## src/rtl/flopr_pipe.sv

```systemverilog
// flopr_pipe: DEPTH-stage valid/ready register pipeline with synchronous flush.
//
// Each stage holds a data word and a valid bit. Readiness ripples back
// combinationally from the output, so a full pipeline still moves one word per
// cycle when the consumer is ready, and no bubbles are inserted.
//
// Parameters
//   WIDTH     data width in bits (>= 1)
//   DEPTH     number of register stages (>= 1)
//   RESET_VAL value loaded into every stage's data register on reset
//
// Ports
//   clk_in    clock, rising edge
//   rst_in    asynchronous active-high reset
//   flush     synchronous clear of every stage valid bit; blocks input
//   d         upstream data
//   in_valid  upstream offers d
//   in_ready  pipeline accepts d this cycle (combinational)
//   q         data of the last stage (registered)
//   out_valid valid bit of the last stage (registered)
//   out_ready downstream accepts q
//   count     number of stages holding valid data (registered)

module flopr_pipe #(
  parameter int unsigned         WIDTH     = 32,
  parameter int unsigned         DEPTH     = 3,
  parameter logic [WIDTH-1:0]    RESET_VAL = '0
) (
  input  logic                       clk_in,
  input  logic                       rst_in,
  input  logic                       flush,
  input  logic [WIDTH-1:0]           d,
  input  logic                       in_valid,
  output logic                       in_ready,
  output logic [WIDTH-1:0]           q,
  output logic                       out_valid,
  input  logic                       out_ready,
  output logic [$clog2(DEPTH+1)-1:0] count
);

  localparam int unsigned CW = $clog2(DEPTH + 1);

  logic [WIDTH-1:0] r_data [DEPTH];
  logic [WIDTH-1:0] w_din  [DEPTH];
  logic [DEPTH-1:0] r_valid;
  logic [DEPTH-1:0] w_valid_nxt;
  logic [DEPTH-1:0] w_rdy;
  logic [DEPTH-1:0] w_vin;
  logic [CW-1:0]    r_count;
  logic [CW-1:0]    w_count_nxt;

  // Stage i is ready unless it and every stage after it are valid while the
  // consumer stalls. Computed as a running AND from the tail so the ready
  // vector never feeds back into itself.
  always_comb begin : p_ready
    logic w_all_valid;
    w_all_valid = 1'b1;
    w_rdy       = '0;
    for (int i = int'(DEPTH) - 1; i >= 0; i--) begin
      w_all_valid = w_all_valid & r_valid[i];
      w_rdy[i]    = ~w_all_valid | out_ready;
    end
  end

  // Per-stage upstream source and data registers.
  for (genvar g = 0; g < DEPTH; g++) begin : g_stage
    if (g == 0) begin : g_head
      assign w_vin[g] = in_valid;
      assign w_din[g] = d;
    end else begin : g_body
      assign w_vin[g] = r_valid[g-1];
      assign w_din[g] = r_data[g-1];
    end

    // Data only moves with a valid word; bubbles leave the old data in place.
    always_ff @(posedge clk_in or posedge rst_in) begin
      if (rst_in) begin
        r_data[g] <= RESET_VAL;
      end else if (w_rdy[g] && !flush && w_vin[g]) begin
        r_data[g] <= w_din[g];
      end
    end
  end

  // Next valid bits and their population count, so count lands on the same
  // edge as the valid bits it describes.
  always_comb begin
    w_valid_nxt = r_valid;
    w_count_nxt = '0;
    for (int i = 0; i < int'(DEPTH); i++) begin
      if (flush) begin
        w_valid_nxt[i] = 1'b0;
      end else if (w_rdy[i]) begin
        w_valid_nxt[i] = w_vin[i];
      end
    end
    for (int i = 0; i < int'(DEPTH); i++) begin
      w_count_nxt = w_count_nxt + CW'(w_valid_nxt[i]);
    end
  end

  always_ff @(posedge clk_in or posedge rst_in) begin
    if (rst_in) begin
      r_valid <= '0;
      r_count <= '0;
    end else begin
      r_valid <= w_valid_nxt;
      r_count <= w_count_nxt;
    end
  end

  assign in_ready  = w_rdy[0] & ~flush;
  assign q         = r_data[DEPTH-1];
  assign out_valid = r_valid[DEPTH-1];
  assign count     = r_count;

endmodule

```

## config.mk

```make
export PLATFORM = sky130hd
export DESIGN_NAME = flopr_pipe
export DESIGN_NICKNAME = d
export VERILOG_FILES = /design/src/rtl/flopr_pipe.sv
export SDC_FILE = /design/constraint.sdc
export NUM_CORES = 1
export LEC_CHECK = 0
export ABC_AREA = 1
export CORE_MARGIN = 5
export CORE_UTILIZATION = 48
export DETAILED_ROUTE_END_ITERATION = 7
export PLACE_DENSITY = 0.76
export SLEW_MARGIN = 20
export SYNTH_ARGS = -nofsm -noshare
export SYNTH_HDL_FRONTEND = slang
export SYNTH_SLANG_ARGS = --single-unit
```

## constraint.sdc

```tcl
create_clock -name clk_in -period 3 [get_ports clk_in]
set_input_delay 0.3 -clock clk_in [delete_from_list [all_inputs] [get_ports clk_in]]
set_output_delay 0.3 -clock clk_in [all_outputs]
set_load 0.1 [all_outputs]
```

==> results.py, run 1 <==
metrics = {
    "run_status": {
        "status": "completed",
    },
    "clocking": {
        "cts_root_buffer": "clkbuf_8",
        "ctsLongestPathBuffers": 2,
        "postCtsSetupBuffers": 0,
        "cts_made_buffers": 9,
        "h-tree-depth": 3,
        "clkTransAtPathRegs_ns": 0.09,
        "clkLatencyLatePin_ns": 0.36,
        "cts_num_sinks": 101,
        "cts_hold_buf": 0,
        "cts_tree": "built",
        "cts_resized": 0,
    },
    "sta": {
        "fin_tns_setup_ns": 0,
        "tightest_slew_ns": 0.592,
        "fin_crit_ns": 2.03,
        "setup_viol": 0,
        "relSlewSlack_pct": 60.5,
        "slew_viol_final": 0,
        "fmax_ghz": 0.492,
        "finClkSkew_ns": 0.0102,
        "finalHoldViolCount": 0,
        "setup_ws_ns": 0.968,
        "period_share_pct": 67.7,
        "rsz0062_at_grt": "no",
    },
    "detailed_routing": {
        "vias": 2861,
        "drtPass1Iterations": 4,
        "via_per_inst": 4.71,
        "drc": 0,
        "ant_nets": 0,
        "wl_um": 7630,
        "wl_per_cell_um": 12.5,
        "drt_iter0_drc": 153,
    },
    "synthesis": {
        "synth_largest_area_cell": "dfrtp_1",
        "yosys-top-cells-area": "dfrtp_1, nand2_1, o21ai_0",
        "syn_avg_cell_area_um2": 9.24,
        "yosysSeqAreaShare_pct": 59.0,
        "synth_top_cell_area_share_pct": 59.0,
        "postSynthCellCount": 464,
        "synth.cell_area_um2": 4290,
        "synth_cell_types": 19,
        "synth_seq_cells": 101,
        "yosys_warnings": 0,
        "postSynthNetCount": 502,
    },
    "grt": {
        "grt_pass1_vias": 2700,
        "grt_pass1_wl_um": 13200,
        "grt_max_degree": 65,
        "grt_usage_pct": 14.7,
        "antenna_found_initial": 0,
        "overflow": 0,
    },
    "critical_path": {
        "critPathLaunchType": "register",
        "r2r_cells": 5,
        "reg2reg_slack_ns": 1.10,
        "arrival_ns": 1.73,
        "path_cells": "nand4_4, inv_1, nor2_1, buf_4",
        "crit_path_end_kind": "output pin",
        "worstPathMaxFanout": 34,
        "cp_num_cells": 4,
        "required_ns": 2.70,
        "crit_type": "register to output pin",
        "crit_family": "flip-flops",
        "cp_num_buf_inv": 2,
        "slowest_delay_ns": 0.48,
        "cpMaxStageDelayCell": "dfrtp_1",
    },
    "power": {
        "finalPower_w": 0.00387,
        "ir_worst_vdd_mv": 0.327,
        "power_density_nw_per_um2": 790,
        "power.leakage_nw": 2.50,
    },
    "final_layout": {
        "most-common-layout-cells": "nand2_1, dfrtp_1, inv_1, o21ai_0, buf_4",
        "stdcell_area_um2": 4900,
        "final_common_cell": "nand2_1",
        "fin_cells": 608,
        "n_antenna_cell": 0,
        "drive_above_1_share_pct": 12.2,
        "areaGrowthSynthToFinish_pct": 14.4,
        "fillers": 730,
        "layout.nets": 533,
    },
    "floorplanning": {
        "core_um2": 8720,
        "pin_count": 73,
        "die_h_um": 105,
        "dieArea_um2": 10900,
        "die_x_um": 105,
        "rows": 34,
        "start_util_pct": 49.2,
    },
    "flow_run": {
        "max_cap_violations": 0,
    },
    "place": {
        "io_buffer_count": 72,
        "placed_area_um2": 4710,
        "hpwl_um": 5430,
        "place_inst": 592,
        "pre_cts_ws_ns": 0.735,
        "place.gp.congestion": 0.822,
    },
    "worst_hold_path": {
        "hp-class": "primary input to asynchronous set/reset pin",
    },
}
[routing by layer]
metal	routed length, um	global-route usage [%]	part of all wire [%]	vias up
li1	-	-	-	1493
met1	3990	22.8	52	1301
met2	3170	19.8	41	58
met3	310	2.73	4.1	9
met4	164	6.75	2.2	0
met5	0	0	0	-
[through the flow]
stage / util [%] / hold WS (ns)
floorplan: - / 0.400
global placement: 54.0 / 0.460
detailed placement: 54.0 / 0.463
CTS: 56.2 / 0.374
global route: 56.2 / 0.397
finish: 56.2 / 0.352
[flip-flops by register name (all words and copies together) (netlist names)]
signal   count
r_data      64
q           32
r_valid      3
count        2
[synthesized netlist by cell type]
cell        n
buf_2       8
buf_6       3
dfrtp_1   101
nor2_1      3
clkbuf_2    1
nand4_4     1
clkbuf_1    6
o21ai_1     4
nand3_2     1
inv_1      67
inv_2       1
nand3_1     1
nand4_1    32
buf_1       4
fa_1        1
buf_4      35
o21ai_0    62
nand2_1   131
nand3_4     2
[worst paths after layout]
| path | start | end |
|---|---|---|
| worst max-delay path | r_valid[1] | in_ready |
| worst min-delay path | rst_in | q[20] |
| worst max register to register | r_valid[1] | count[0] |
| worst min register to register | r_data[94] | r_data[94] |
| max in group asynchronous | rst_in | q[30] |
| min in group clk_in | r_data[94] | r_data[94] |
[where the power goes]
| part | switching [W] | internal (W) | leakage [nW] |
|---|---|---|---|
| clock network | 0.000431 | 0.000372 | 0.0929 |
| registers | 0.000139 | 0.00160 | 1.29 |
| logic | 0.00104 | 0.000294 | 1.11 |
[layout make-up]
| class | count | area, um2 | area share, % |
|---|---|---|---|
| clock buffer | 14 | 173 | 3.52 |
| clock inverter | 2 | 16.3 | 0.332 |
| inverter | 68 | 258 | 5.26 |
| multi-input combinational | 238 | 1120 | 22.9 |
| sequential | 101 | 2530 | 51.6 |
| tap | 108 | 135 | 2.76 |
| timing repair buffer | 77 | 668 | 13.6 |
[cell families after synthesis]
group                      count (synthesis)  share of synthesized area (%)
and+or+nand+nor                          171                           18.1
adders and majority gates                  1                          0.467
AOI/OAI and AO/OA                         66                           7.71
buffers and inverters                    125                           14.8
DFF                                      101                           59.0
Power figures use the tool's default switching activity.
==> run 2, diff against run 1 <==
Clock period 3 ns to 1.8 ns, I/O delays scaled along.
==> results.py, run 2 (synthesis results as in run 1) <==
metrics = {
    "critical_path": {
        "reg2reg_slack_ns": 0.28,
        "critPathLaunchType": "register",
        "crit_path_end_kind": "register",
        "crit_type": "register to register",
        "cp_common_cell": "nor2_1",
        "r2r_cells": 5,
        "path_cells": "nand4_4, inv_1, nor2_1, nor2_1, fa_1",
        "worstPathMaxFanout": 4,
        "cpMaxStageDelayCell": "dfrtp_1",
        "arrival_ns": 1.75,
        "required_ns": 2.03,
        "slowest_delay_ns": 0.48,
    },
    "grt": {
        "grt_pass1_wl_um": 14100,
        "antenna_found_initial": 0,
        "grt_usage_pct": 15.5,
        "grt_max_degree": 65,
        "overflow": 0,
        "grt_pass1_vias": 2952,
    },
    "power": {
        "swShare_pct": 41.4,
        "power_frac_comb_pct": 34.2,
        "power.leakage_nw": 2.58,
        "power_frac_seq_pct": 43.8,
        "pwr-share-clk_pct": 22.0,
        "ir_worst_vdd_mv": 0.536,
        "p_int_w": 0.00387,
        "p_switching_w": 0.00273,
        "power_density_nw_per_um2": 1300,
    },
    "final_layout": {
        "fin_cells": 618,
        "drive_above_1_share_pct": 14.7,
        "n_antenna_cell": 0,
        "final_core_util_pct": 58.2,
        "largest_reg_flops": 64,
        "layout.nets": 543,
        "areaGrowthSynthToFinish_pct": 18.5,
        "most-common-layout-cells": "nand2_1, dfrtp_1, inv_1, o21ai_0, buf_4",
        "largest-register": "r_data",
        "final_common_cell": "nand2_1",
    },
    "sta": {
        "setup_viol": 0,
        "relSlewSlack_pct": 74.5,
        "fin_tns_setup_ns": 0,
        "slew_viol_final": 0,
        "fmax_ghz": 0.658,
        "tightest_slew_ns": 0.379,
        "finClkSkew_ns": 0.0142,
        "whs_ns": 0.125,
        "setup_ws_ns": 0.280,
        "period_share_pct": 84.4,
        "rsz0062_at_grt": "no",
        "fin_crit_ns": 1.52,
        "finalHoldViolCount": 0,
    },
    "detailed_routing": {
        "drtPass1Iterations": 4,
        "vias": 2928,
        "wl_um": 7960,
        "drt_iter0_drc": 172,
        "via_per_inst": 4.74,
        "ant_nets": 0,
        "drc": 0,
        "wl_per_cell_um": 12.9,
    },
    "floorplanning": {
        "die_x_um": 105,
        "core_um2": 8720,
        "dieArea_um2": 10900,
        "pin_count": 73,
        "die_h_um": 105,
        "rows": 34,
        "start_util_pct": 49.2,
    },
    "place": {
        "io_buffer_count": 72,
        "place_inst": 602,
        "hpwl_um": 5710,
        "place.gp.congestion": 0.786,
        "pre_cts_ws_ns": 0.0472,
    },
    "worst_hold_path": {
        "hp-class": "primary input to asynchronous set/reset pin",
    },
    "clocking": {
        "cts_hold_buf": 0,
        "cts_root_buffer": "clkbuf_8",
        "cts_tree": "built",
        "cts_num_sinks": 101,
        "h-tree-depth": 3,
        "cts_resized": 0,
        "cts_made_buffers": 9,
        "clkTransAtPathRegs_ns": 0.09,
        "postCtsSetupBuffers": 0,
        "ctsLongestPathBuffers": 2,
        "clkLatencyLatePin_ns": 0.36,
    },
    "flow_run": {
        "max_cap_violations": 0,
    },
    "run_status": {
        "status": "completed",
    },
}
[run 2: cell types whose count changed in the layout (fill, tap and decap cells not counted), sizes merged]
cell / delta
clkbuf: -4
inv: +1
bufinv: +1
buf: +10
clkinvlp: +2
[run 2: area by class of cell]
class | instances | area (um2)
fillers | 723 | 3640
flip-flops and latches | 101 | 2530
multi-input cells | 238 | 1130
repair buffers | 87 | 818
inverters | 68 | 259
clock buffers | 10 | 138
well taps | 108 | 135
clock inverters | 6 | 67.6
[run 2: final timing paths]
path | from | end
worst max-delay path | r_valid[1] | count[0]
worst min-delay path | rst_in | r_data[65]
worst max register to register | r_valid[1] | count[0]
worst min register to register | r_data[93] | r_data[93]
max in group asynchronous | rst_in | q[16]
min in group clk_in | d[28] | r_data[92]
[run 2: routing by layer]
metal	track usage (%)	part of all wire [%]	vias up	wire length (um)
li1	-	-	1513	-
met1	22.4	50	1337	3970
met3	3.97	6.0	7	474
met5	0	0	-	0
met2	22.2	43	71	3400
met4	6.38	1.5	0	116
[run 2: critical path, delay by kind of cell (launching register included)]
kind	cells	cell delay [ns]
AND/OR/NAND/NOR	3	0.38
flip-flops	1	0.48
adder cells (fa/ha/maj)	1	0.42
buffers and inverters	1	0.13
[run 2: power groups by stage]
stage          Combinational (W)  Sequential, W  Clock [W]
5_1_grt                  0.00241        0.00295    0.00159
4_1_cts                  0.00228        0.00290    0.00147
6_report                 0.00226        0.00289    0.00145
3_3_place_gp             0.00226        0.00292          0
3_5_place_dp             0.00228        0.00294          0
2_1_floorplan            0.00200        0.00290          0
[run 2: stage by stage]
| step | total power (W) | instance area (um2) |
|---|---|---|
| 2_1_floorplan | 0.00490 | 4300 |
| 3_3_place_gp | 0.00518 | 4870 |
| 3_5_place_dp | 0.00522 | 4870 |
| 4_1_cts | 0.00665 | 5080 |
| 5_1_grt | 0.00695 | 5080 |
| 6_report | 0.00660 | 5080 |
==> run 3, diff against run 2 <==
Settings changed: CORE_UTILIZATION 48 to 53, PLACE_DENSITY 0.76 to 0.8.
Clock period 1.8 ns to 1.4 ns, I/O delays scaled along.
==> results.py, run 3 (synthesis results as in run 1) <==
metrics = {
    "final_layout": {
        "most-common-layout-cells": "nand2_1, dfrtp_1, inv_1, o21ai_0, buf_12",
        "final_common_cell": "nand2_1",
        "drive_above_1_share_pct": 17.6,
        "layout.nets": 556,
        "areaGrowthSynthToFinish_pct": 31.5,
        "largest-register": "r_data",
        "n_antenna_cell": 0,
        "stdcell_area_um2": 5640,
        "largest_reg_flops": 64,
    },
    "place": {
        "placed_area_um2": 5420,
        "place.gp.congestion": 0.901,
        "io_buffer_count": 72,
        "hpwl_um": 6500,
    },
    "sta": {
        "relSlewSlack_pct": 79.9,
        "period_share_pct": 105,
        "rsz0062_at_grt": "yes",
        "setup_viol": 1,
        "finClkSkew_ns": 0.00977,
        "slew_viol_final": 0,
        "finalHoldViolCount": 0,
        "fin_crit_ns": 1.47,
        "fmax_ghz": 0.679,
        "setup_ws_ns": -0.0725,
        "tightest_slew_ns": 0.300,
    },
    "critical_path": {
        "required_ns": 1.26,
        "crit_type": "register to output pin",
        "worstPathMaxFanout": 2,
        "crit_path_end_kind": "output pin",
        "path_cells": "nand4_4, inv_2, buf_6, nor2_4, buf_12",
        "slowest_delay_ns": 0.44,
        "arrival_ns": 1.33,
        "critPathLaunchType": "register",
        "cpMaxStageDelayCell": "dfrtp_2",
    },
    "clocking": {
        "cts_tree": "built",
        "clkLatencyLatePin_ns": 0.36,
        "ctsLongestPathBuffers": 2,
        "clkTransAtPathRegs_ns": 0.09,
        "cts_hold_buf": 0,
        "h-tree-depth": 3,
        "cts_num_sinks": 101,
        "cts_root_buffer": "clkbuf_8",
        "cts_made_buffers": 9,
    },
    "grt": {
        "grt_usage_pct": 19.6,
        "overflow": 0,
        "antenna_found_initial": 0,
        "grt_pass1_vias": 3175,
        "grt_max_degree": 34,
        "grt_pass1_wl_um": 15500,
    },
    "floorplanning": {
        "dieArea_um2": 9990,
        "pin_count": 73,
        "core_um2": 7810,
        "start_util_pct": 54.9,
        "rows": 32,
        "die_x_um": 99.9,
        "die_h_um": 99.9,
    },
    "detailed_routing": {
        "drc": 0,
        "via_per_inst": 4.96,
        "ant_nets": 0,
        "drt_iter0_drc": 156,
        "drtPass1Iterations": 4,
        "vias": 3102,
        "wl_per_cell_um": 14.4,
        "wl_um": 9010,
    },
    "power": {
        "power.leakage_nw": 2.76,
        "power_density_nw_per_um2": 1610,
        "finalPower_w": 0.00905,
        "ir_worst_vdd_mv": 0.629,
    },
    "run_status": {
        "violations": "negative setup slack",
        "status": "complete, but fails checks",
    },
    "flow_run": {
        "max_cap_violations": 0,
    },
    "worst_hold_path": {
        "hp-class": "primary input to asynchronous set/reset pin",
    },
}
[run 3: cell types whose count changed in the layout (fill, tap and decap cells not counted), moves of 2 or more]
cell,delta
buf_12,+38
buf_4,-27
buf_6,+2
o21ai_0,-3
o21ai_1,+2
[run 3: final cells by class]
cell class	instances	area [um2]
clock buffer	11	141
clock inverter	5	35.0
fill	518	2170
inverter	68	259
multi-input combinational	238	1140
sequential	101	2530
tap	102	128
timing repair buffer	100	1400
[run 3: critical path: cells and delay by family (launching register included)]
family / cells / cell delay [ns]
buf+inv: 3 / 0.34
flops: 1 / 0.44
simple gates: 2 / 0.20
[run 3: path summary, 6_finish.rpt]
path	from	endpoint	slack [ns]	depth (start not counted)
setup / recovery	r_valid[1]	in_ready	-0.07	5
hold / removal	rst_in	r_data[70]	0.12	2
setup reg to reg	r_valid[1]	count[0]	0.01	5
hold reg to reg	r_data[88]	r_data[88]	0.48	2
max in group asynchronous	rst_in	q[17]	0.84	3
min in group clk_in	d[25]	r_data[89]	0.33	3
[run 3: routing by layer]
layer	track usage, %	up-vias	wire length (um)
met4	8.40	0	129
met1	26.5	1477	4050
met3	3.06	9	402
met2	31.4	77	4420
met5	0	-	0
li1	-	1539	-
[run 3: through the flow]
| stage | utilization (%) | hold WS, ns | cells | setup TNS, ns | setup WS [ns] |
|---|---|---|---|---|---|
| 2_1_floorplan | - | 0.240 | 464 | -2.86 | -0.363 |
| 3_3_place_gp | 69.4 | 0.454 | 606 | -5.77 | -0.169 |
| 3_5_place_dp | 69.4 | 0.459 | 606 | -10.60 | -0.290 |
| 4_1_cts | 71.9 | 0.108 | 624 | -0.0859 | -0.0740 |
| 5_1_grt | 72.2 | 0.132 | 625 | -0.241 | -0.111 |
| 6_report | 72.2 | 0.116 | 625 | -0.0725 | -0.0725 |
[run 3: report_power, final]
part           internal, W  total [W]  switching, W
clock network     0.000699    0.00164      0.000946
registers          0.00343    0.00386      0.000428
logic              0.00126    0.00355       0.00229
[run 3: repair_timing]
action	in CTS	in global routing
pin swaps	1	1
resized for setup	3	5
setup buffers	2	1
gates cloned	0	0
setup endpoints to repair	2	32
endpoints found under the hold margin	0	0
